### src/rtl/stopwatch_pkg.sv
// Shared stopwatch display definitions: active-low segment patterns {g,f,e,d,c,b,a}
// and the scanner state encoding.
package stopwatch_pkg;

    localparam logic [6:0] SEG_0     = 7'b1000000;
    localparam logic [6:0] SEG_1     = 7'b1111001;
    localparam logic [6:0] SEG_2     = 7'b0100100;
    localparam logic [6:0] SEG_3     = 7'b0110000;
    localparam logic [6:0] SEG_4     = 7'b0011001;
    localparam logic [6:0] SEG_5     = 7'b0010010;
    localparam logic [6:0] SEG_6     = 7'b0000010;
    localparam logic [6:0] SEG_7     = 7'b1111000;
    localparam logic [6:0] SEG_8     = 7'b0000000;
    localparam logic [6:0] SEG_9     = 7'b0010000;
    localparam logic [6:0] SEG_DASH  = 7'b0111111;
    localparam logic [6:0] SEG_BLANK = 7'b1111111;

    typedef enum logic {IDLE, SCAN} scan_state_t;

endpackage

### src/rtl/bcd_to_seg.sv
// Combinational BCD to active-low seven-segment decoder; codes 10-15 show a dash.
module bcd_to_seg
    import stopwatch_pkg::*;
(
    input  logic [3:0] code,
    output logic [6:0] seg
);

    always_comb begin
        case (code)
            4'd0:    seg = SEG_0;
            4'd1:    seg = SEG_1;
            4'd2:    seg = SEG_2;
            4'd3:    seg = SEG_3;
            4'd4:    seg = SEG_4;
            4'd5:    seg = SEG_5;
            4'd6:    seg = SEG_6;
            4'd7:    seg = SEG_7;
            4'd8:    seg = SEG_8;
            4'd9:    seg = SEG_9;
            default: seg = SEG_DASH;
        endcase
    end

endmodule

### src/rtl/bcd_display_scanner.sv
// Time-multiplexed seven-segment scanner with per-frame shadow capture.
// Optional leading-zero blanking: define BCD_LEADING_ZERO_BLANK_EN.
module bcd_display_scanner
    import stopwatch_pkg::*;
#(
    parameter int NUM_DIGITS = 4,
    parameter int SCAN_DIV   = 50000
) (
    input  logic                    Clk,
    input  logic                    nReset,
    input  logic                    Enable,
    input  logic [4*NUM_DIGITS-1:0] Digits_in,
    input  logic [NUM_DIGITS-1:0]   Dp_in,
    output logic [6:0]              Seg_out,
    output logic                    Dp_out,
    output logic [NUM_DIGITS-1:0]   An_out,
    output logic                    Frame_tick
);

    localparam int PRE_W = $clog2(SCAN_DIV);
    localparam int IDX_W = (NUM_DIGITS > 1) ? $clog2(NUM_DIGITS) : 1;
    localparam logic [PRE_W-1:0] PRE_LAST = PRE_W'(SCAN_DIV - 1);
    localparam logic [IDX_W-1:0] IDX_LAST = IDX_W'(NUM_DIGITS - 1);

    scan_state_t             state;
    logic [PRE_W-1:0]        pre;
    logic [IDX_W-1:0]        idx;
    logic [4*NUM_DIGITS-1:0] sh_digits;
    logic [NUM_DIGITS-1:0]   sh_dp;
    logic [NUM_DIGITS-1:0]   sh_lz;
    logic [NUM_DIGITS-1:0]   lz_next;
    logic                    frame_start_q;
    logic                    wrap;
    logic                    load;
    logic [3:0]              cur_code;
    logic                    cur_dp;
    logic                    cur_lz;
    logic [6:0]              dec_seg;

    always_comb begin
        wrap = (state == SCAN) && Enable && (pre == PRE_LAST) && (idx == IDX_LAST);
        load = ((state == IDLE) && Enable) || wrap;
    end

`ifdef BCD_LEADING_ZERO_BLANK_EN
    // A digit is blank when it and every more significant digit are zero; digit 0 never is.
    logic all_zero_above;
    always_comb begin
        lz_next        = '0;
        all_zero_above = 1'b1;
        for (int k = NUM_DIGITS - 1; k >= 1; k--) begin
            all_zero_above = all_zero_above && (Digits_in[4*k +: 4] == 4'd0);
            lz_next[k]     = all_zero_above;
        end
    end
`else
    always_comb begin
        lz_next = '0;
    end
`endif

    always_comb begin
        cur_code = '0;
        cur_dp   = 1'b0;
        cur_lz   = 1'b0;
        for (int k = 0; k < NUM_DIGITS; k++) begin
            if (idx == IDX_W'(k)) begin
                cur_code = sh_digits[4*k +: 4];
                cur_dp   = sh_dp[k];
                cur_lz   = sh_lz[k];
            end
        end
    end

    bcd_to_seg u_dec (
        .code (cur_code),
        .seg  (dec_seg)
    );

    always_ff @(posedge Clk or negedge nReset) begin
        if (!nReset) begin
            state         <= IDLE;
            pre           <= '0;
            idx           <= '0;
            sh_digits     <= '0;
            sh_dp         <= '0;
            sh_lz         <= '0;
            frame_start_q <= 1'b0;
            Seg_out       <= SEG_BLANK;
            Dp_out        <= 1'b1;
            An_out        <= '1;
            Frame_tick    <= 1'b0;
        end else begin
            frame_start_q <= wrap;
            if (load) begin
                sh_digits <= Digits_in;
                sh_dp     <= Dp_in;
                sh_lz     <= lz_next;
            end

            case (state)
                IDLE: begin
                    pre <= '0;
                    idx <= '0;
                    if (Enable) state <= SCAN;
                end
                SCAN: begin
                    if (!Enable) begin
                        state <= IDLE;
                        pre   <= '0;
                        idx   <= '0;
                    end else if (pre == PRE_LAST) begin
                        pre <= '0;
                        idx <= (idx == IDX_LAST) ? '0 : idx + 1'b1;
                    end else begin
                        pre <= pre + 1'b1;
                    end
                end
                default: state <= IDLE;
            endcase

            // Outputs follow the previous cycle's state/index; the tick lines up with digit 0.
            if (state == SCAN) begin
                Seg_out    <= cur_lz ? SEG_BLANK : dec_seg;
                Dp_out     <= ~cur_dp;
                An_out     <= ~(NUM_DIGITS'(1) << idx);
                Frame_tick <= frame_start_q;
            end else begin
                Seg_out    <= SEG_BLANK;
                Dp_out     <= 1'b1;
                An_out     <= '1;
                Frame_tick <= 1'b0;
            end
        end
    end

endmodule

### config.mk
export PLATFORM = sky130hd
export DESIGN_NAME = bcd_display_scanner
export DESIGN_NICKNAME = d
export VERILOG_FILES = /design/src/rtl/stopwatch_pkg.sv /design/src/rtl/bcd_to_seg.sv /design/src/rtl/bcd_display_scanner.sv
export SDC_FILE = /design/constraint.sdc
export NUM_CORES = 1
export LEC_CHECK = 0
export CORE_ASPECT_RATIO = 0.75
export CORE_MARGIN = 2
export CORE_UTILIZATION = 25
export CTS_BUF_LIST = sky130_fd_sc_hd__clkbuf_8
export CTS_CLUSTER_DIAMETER = 40
export CTS_CLUSTER_SIZE = 12
export DETAILED_ROUTE_END_ITERATION = 6
export GPL_TIMING_DRIVEN = 0
export PLACE_DENSITY = 0.5
export SYNTH_ARGS = -nofsm -noshare
export SYNTH_HDL_FRONTEND = slang
export SYNTH_SLANG_ARGS = --single-unit
### constraint.sdc
create_clock -name Clk -period 5.7 [get_ports Clk]
set_input_delay 1.425 -clock Clk [delete_from_list [all_inputs] [get_ports Clk]]
set_output_delay 1.425 -clock Clk [all_outputs]
set_load 0.02 [all_outputs]
==> summary.txt, run 1 <==
Run status
  • Status: finished clean

Clock tree
  • CTS Buffer Depth: 2
  • Worst skew pair latency: 0.30 ns
  • Setup Fix Bufs, Post-CTS: 0
  • Resized Gates After CTS: 0
  • Inserted Clock Buffers: 5
  • H-Tree Depth: 2
  • Hold buffers post-CTS: 0
  • CTS tree: built
  • Worst-path clk slew: roughly 0.1 ns
  • CTS sink cnt: 53
  • CTS root buffer: clkbuf_8

Worst setup path
  • WP depth: 1
  • Crit path capture type: output pin
  • Worst EP required: 4.28 ns
  • Max incr delay on CP: 0.61 ns
  • Crit path max-delay family: buffers and inverters
  • Worst Path Arrival: 1.43 ns
  • R2r worst-path depth: 8
  • Crit-path cells: clkdlybuf4s50_1
  • CP max FO: 1
  • Slowest cell on the critical path: clkdlybuf4s50_1
  • Setup CP Type: reg -> out
  • CP Buf/Inv Count: 1
  • Startpoint types: flip-flop

GRT
  • Gr usage total: 0.0996
  • Initial antenna violation count: 0
  • Largest net degree at the start of global routing: 31
  • First-pass GRT wire length: 8490 µm
  • Remaining global-route overflow: 0
  • Vias in the first global route: 1611

STA
  • RSZ-0062 raised after global routing: no
  • Post-route minimum period: 2.86 ns
  • Setup_tns: 0 ns
  • Hold Vio Cnt, Final: 0
  • Final period utilization: 0.501
  • Slew headroom: 0.626
  • Fin Hold WS: 0.464 ns
  • Final WS setup: 2.84 ns
  • Final setup viols: 0
  • Worst Clk Skew: roughly 0.013 ns
  • Worst slew pin tran: 0.561 ns
  • Fmax: around 0.35 GHz
  • Slew Limit Fails: 0

Routing
  • Drt total wl: 4990 µm
  • DR vias/cell: 4.22
  • Via count: 1581
  • 1st-iter DRT viols: 63
  • Final ANT Viol Nets: 0
  • TritonRoute pass-1 iters: 6
  • Drc violations: 0
  • Avg WL per Cell: 13.3 µm

Yosys
  • Cell area after synthesis: 0.00249 mm²
  • Synth Area in Simple Gates: 0.155
  • Yosys warns: 0
  • Post-synthesis compound-gate area fraction: 0.0774
  • Number of synthesized flops with an enable pin: 0
  • Yosys reg bits: 53
  • Ys flop type: dfrtp_1
  • Count of different cell masters after synthesis: 49
  • Main combinational cell family by area after synthesis: simple AND/OR/NAND/NOR gates
  • Post-Synth Adder-Cell Area: 0.0302
  • Syn Nets: 228
  • Mux contribution to synthesized area: 0.129
  • Synthesized area per cell: 12.5 µm²
  • XOR/XNOR Fraction of Synth Area: 0.0457
  • Seq/Total Area, Yosys: 0.539
  • Cells after synthesis: 199
  • Async SR Flop Fraction: 1.00

Placed design
  • GPL Wtd Cong: 0.766
  • DP HPWL: between 3000 and 4000 µm
  • Pre-CTS WS: 3.00 ns
  • PortBufs: 35

Final layout
  • Most frequent cells in the layout: 41 x dfrtp_1, 34 x clkdlybuf4s50_1, 23 x nor2_1, 20 x mux2_4
  • Ant. Diodes: 0
  • Most common cell after layout, fill and taps aside: dfrtp_1
  • Layout cells sized above 1: 0.226
  • Final nets: 271
  • Area Growth Syn to Fin: 24.6%

Floorplanning
  • Chip height: between 90 and 100 µm
  • Die width: 119 µm
  • Core area: 0.00966 mm²
  • Die Area: 0.0108 mm²
  • Row Count: 31
  • Starting Density: 0.258
  • IO Pins: 36

Power and ir drop
  • P per Cell Area: 248 mW/mm²
  • VDD IR max: around 0.000096 V
  • Pleak: around 1.3 nW
  • Comb power frac: 0.177
  • Register share of total power: 0.557
  • Pint: 0.000572 W
  • Sw power: 0.000198 W
  • Clock power share: 0.266
  • Switching share of total power: 0.257

Flow run
  • Max-cap check violation count: 0

Min path
  • Worst Hold Class: reg -> reg
  • Hold Path Depth: 1
-- cell type report --
type / count / area, µm²
fillers: 955 / 6560
inverters: 5 / 18.8
clock buffers: 5 / 68.8
flip-flops and latches: 53 / 1340
multi-input cells: 136 / 1090
plain buffers: 5 / 42.5
well taps: 132 / 165
clock inverters: 3 / 13.8
repair buffers: 36 / 365
-- cell usage after synthesis (2+ instances only) --
| master | count | area (µm²) |
|---|---|---|
| o22ai_1 | 2 | 12.5 |
| and2_1 | 2 | 12.5 |
| dfrtp_1 | 41 | 1030 |
| nand2_1 | 12 | 45.0 |
| dfstp_2 | 12 | 315 |
| inv_1 | 5 | 18.8 |
| a21oi_1 | 4 | 20.0 |
| xor2_1 | 8 | 70.1 |
| xnor2_1 | 5 | 43.8 |
| a221oi_1 | 3 | 26.3 |
| nand4_1 | 4 | 25.0 |
| nand3_1 | 6 | 30.0 |
| ha_1 | 6 | 75.1 |
| or3_1 | 2 | 12.5 |
| and4_1 | 2 | 17.5 |
| mux2_4 | 20 | 300 |
| o21ai_0 | 5 | 25.0 |
| buf_6 | 3 | 33.8 |
| mux2i_1 | 2 | 20.0 |
| and3_1 | 4 | 25.0 |
| nor2_1 | 23 | 86.3 |
-- kinds of logic after synthesis --
family / Yosys count
flip-flops: 53
AND/OR/NAND/NOR: 68
multiplexers: 22
buffers and inverters: 10
AO/OA/AOI/OAI: 27
adder cells (fa/ha/maj): 6
XOR/XNOR: 13
-- state kept, by name, indices dropped and copies added, names as in the netlist --
register	count
Frame_tick	1
An_out	4
sh_dp	4
state	1
pre	16
Seg_out	7
idx	2
frame_start_q	1
Dp_out	1
sh_digits	16
-- through the flow --
stage / cell area [µm²] / std cells / util / power (W)
5_1_grt: 3100 / 375 / 0.321 / 0.000812
6_report: 3100 / 375 / 0.321 / 0.000770
2_1_floorplan: 2490 / 199 / - / 0.000514
4_1_cts: 3100 / 375 / 0.321 / 0.000778
3_5_place_dp: 3020 / 367 / 0.313 / 0.000573
3_3_place_gp: 3010 / 366 / 0.311 / 0.000570
-- final timing paths --
check                               start           end  slack, ns
worst min register to register     pre[0]        pre[0]       0.46
min in group asynchronous          nReset  sh_digits[7]       1.11
max in group asynchronous          nReset     An_out[0]       3.97
worst min-delay path               pre[0]        pre[0]       0.46
worst max register to register     idx[0]    Seg_out[3]       3.34
worst max-delay path            An_out[3]     An_out[3]       2.84
-- routing by layer --
| metal | vias up | track usage | routed length [µm] |
|---|---|---|---|
| li1 | 790 | - | - |
| met1 | 751 | 0.160 | 2780 |
| met2 | 36 | 0.123 | 1900 |
| met3 | 4 | 0.0278 | 247 |
| met4 | 0 | 0.0327 | 63 |
| met5 | - | 0 | 0 |
-- power by group through the flow --
stage,Combinational [W],Sequential [W],Clock (W)
final,0.000136,0.000429,0.000205
after global routing,0.000148,0.000434,0.000231
after CTS,0.000137,0.000429,0.000211
after detailed placement,0.000137,0.000436,0
after global placement,0.000134,0.000436,0
after floorplan,0.0000717,0.000442,0
Note: power is estimated with default switching activity, not from simulation.
==> run 2, diff against run 1 <==
--- a/config.mk
+++ b/config.mk
@@ -13,7 +13,7 @@
 export CTS_CLUSTER_SIZE = 12
 export DETAILED_ROUTE_END_ITERATION = 6
 export GPL_TIMING_DRIVEN = 0
-export PLACE_DENSITY = 0.5
+export PLACE_DENSITY = 0.51
 export SYNTH_ARGS = -nofsm -noshare
 export SYNTH_HDL_FRONTEND = slang
 export SYNTH_SLANG_ARGS = --single-unit
==> constraint.sdc (replaced) <==
create_clock -name Clk -period 2.33 [get_ports Clk]
set_input_delay 0.5825 -clock Clk [delete_from_list [all_inputs] [get_ports Clk]]
set_output_delay 0.5825 -clock Clk [all_outputs]
set_load 0.02 [all_outputs]
==> run 2 against run 1 <==
  * Clock skew shrank 0.0024 ns
  * Cell count is the same
  * Sequential cell count is the same
  * Worst setup slack lost 2.7 ns
  * Design area grew 1.8%
  * Critical endpoint is now Seg_out[3]
  * Largest cell class unchanged
==> summary.txt, run 2 (synthesis gave the netlist of run 1 again) <==
Worst setup path
  • Slowest cell on the critical path: dfrtp_2
  • Crit path capture type: flip-flop
  • CP max FO: 9 (+8)
  • Crit-path cells: ha_1, buf_6, or2_4, a221oi_2, nor2_2, ha_1, a21boi_0, a311o_1
  • Worst EP required: 2.56 ns (-1.72 ns)
  • Max incr delay on CP: 0.45 ns (-0.16 ns)
  • Setup CP Type: reg -> reg
  • Worst Path Arrival: 2.45 ns (+1.02 ns)
  • Cell mode on critical path: ha_1
  • R2r worst-path depth: 8 (unchanged)
  • Startpoint types: flip-flop

STA
  • Worst slew pin tran: 0.636 ns (+0.0744 ns)
  • Slew Limit Fails: 0 (unchanged)
  • Hold Vio Cnt, Final: 0 (unchanged)
  • Final period utilization: 0.951
  • Slew headroom: 0.576 (-0.0496)
  • Fmax: 0.451 GHz
  • Worst Clk Skew: 0.0102 ns (-0.00244 ns)
  • Final setup viols: 0 (unchanged)
  • RSZ-0062 raised after global routing: no
  • Final WS setup: 0.115 ns (-2.73 ns)
  • Post-route minimum period: 2.22 ns

Clock tree
  • Inserted Clock Buffers: 5 (unchanged)
  • Setup Fix Bufs, Post-CTS: 0 (unchanged)
  • CTS sink cnt: 53 (unchanged)
  • H-Tree Depth: 2 (unchanged)
  • CTS root buffer: clkbuf_8
  • Worst-path clk slew: 0.10 ns (about the same)
  • Worst skew pair latency: 0.30 ns (about the same)
  • CTS Buffer Depth: 2 (unchanged)
  • CTS tree: built

GRT
  • Remaining global-route overflow: 0 (unchanged)
  • Vias in the first global route: 1654 (+2.7%)
  • First-pass GRT wire length: 8500 µm (+0.15%)
  • Largest net degree at the start of global routing: 28 (-9.7%)
  • Initial antenna violation count: 0 (unchanged)
  • Gr usage total: 0.0986 (-0.000970)

Final layout
  • Layout Utilization: 0.327 (+0.00570)
  • Final nets: 271 (unchanged)
  • Ant. Diodes: 0 (unchanged)
  • Most common cell after layout, fill and taps aside: dfrtp_1
  • Most frequent cells in the layout: 40 x dfrtp_1, 34 x clkdlybuf4s50_1, 22 x nor2_1, 20 x mux2_4
  • Biggest regs: pre: 16 flops, sh_digits: 16 flops, Seg_out: 7 flops
  • Area Growth Syn to Fin: 26.8%
  • Layout cells sized above 1: 0.255 (+0.0288)

Min path
  • Worst Hold Class: in -> async

Routing
  • Via count: 1621 (+2.5%)
  • 1st-iter DRT viols: 64 (+1.6%)
  • Avg WL per Cell: 13.3 µm (-0.28%)
  • Drt total wl: 4980 µm (-0.28%)
  • Drc violations: 0 (unchanged)
  • TritonRoute pass-1 iters: 5 (-1)
  • Final ANT Viol Nets: 0 (unchanged)
  • DR vias/cell: 4.32 (+2.5%)

Floorplanning
  • Row Count: 31 (unchanged)
  • Core area: 0.00966 mm² (unchanged)
  • IO Pins: 36 (unchanged)
  • Die Area: 0.0108 mm² (unchanged)
  • Chip height: 90.4 µm (unchanged)
  • Starting Density: 0.258 (unchanged)
  • Die width: 119 µm (unchanged)

Flow run
  • Max-cap check violation count: 0 (unchanged)

Power and ir drop
  • VDD IR max: 0.000270 V (+180%)
  • Pleak: 1.34 nW (+0.95%)
  • P per Cell Area: 634 mW/mm² (+160%)

Placed design
  • PortBufs: 35 (unchanged)
  • GPL Wtd Cong: 0.764 (-0.29%)
  • Pre-CTS WS: -0.0108 ns (-3.01 ns)
  • DP HPWL: 3640 µm (-1.6%)

Run status
  • Status: finished clean
-- run 2: cell type report --
cell class	count	area, µm²
fill	985	6500
sequential	53	1340
clock buffer	5	68.8
timing repair buffer	36	365
tap	132	165
buffer	5	42.5
inverter	5	18.8
multi-input combinational	136	1120
clock inverter	3	38.8
-- run 2: what timing repair did --
item,4_1_cts,5_1_grt
resized for setup,4,3
setup endpoints to repair,2,3
hold buffers,0,0
-- run 2: worst paths after layout --
kind	to	start	slack [ns]
max	Seg_out[3]	idx[0]	0.11
min	sh_digits[1]	nReset	0.30
max reg2reg	Seg_out[3]	idx[0]	0.11
min reg2reg	pre[0]	pre[0]	0.45
max in group asynchronous	Seg_out[5]	nReset	1.39
min in group Clk	pre[0]	pre[0]	0.45
-- run 2: routing by layer --
metal / share of wire / routed length, µm / track usage / vias up
met1: 0.55 / 2730 / 0.155 / 801
met2: 0.40 / 1990 / 0.132 / 31
met3: 0.044 / 218 / 0.0234 / 2
met4: 0.0080 / 40 / 0.0268 / 0
met5: 0 / 0 / 0 / -
li1: - / - / - / 787
-- run 2: critical path, delay by kind of cell (launching register included) --
kind,cells,cell delay (ns)
flip-flops,1,0.45
buffers and inverters,1,0.14
AO/OA/AOI/OAI,3,0.62
adder cells (fa/ha/maj),2,0.54
AND/OR/NAND/NOR,2,0.39
-- run 2: where the power goes --
| group | switching (W) | total [W] | leakage [nW] | internal, W |
|---|---|---|---|---|
| clock network | 0.000292 | 0.000607 | 0.0593 | 0.000315 |
| logic | 0.000153 | 0.000344 | 0.630 | 0.000191 |
| registers | 0.0000428 | 0.00105 | 0.650 | 0.00101 |
| total | 0.000488 | 0.00200 | 1.34 | 0.00151 |
-- run 2: stage by stage --
step,TNS [ns],hold slack (ns),std cells,power (W),cell area [µm²]
after floorplan,0,0.287,199,0.00126,2490
after global placement,-43.19,0.444,366,0.00139,3010
after detailed placement,-0.0108,0.447,367,0.00140,3020
after CTS,0,0.324,375,0.00203,3150
after global routing,0,0.347,375,0.00211,3160
final,0,0.296,375,0.00200,3160
==> run 3, diff against run 2 <==
--- a/config.mk
+++ b/config.mk
@@ -14,6 +14,7 @@
 export DETAILED_ROUTE_END_ITERATION = 6
 export GPL_TIMING_DRIVEN = 0
 export PLACE_DENSITY = 0.51
+export SLEW_MARGIN = 5
 export SYNTH_ARGS = -nofsm -noshare
 export SYNTH_HDL_FRONTEND = slang
 export SYNTH_SLANG_ARGS = --single-unit
==> results of run 3 <==
Same layout as run 2: the final DEF is identical, and so are final timing and power.
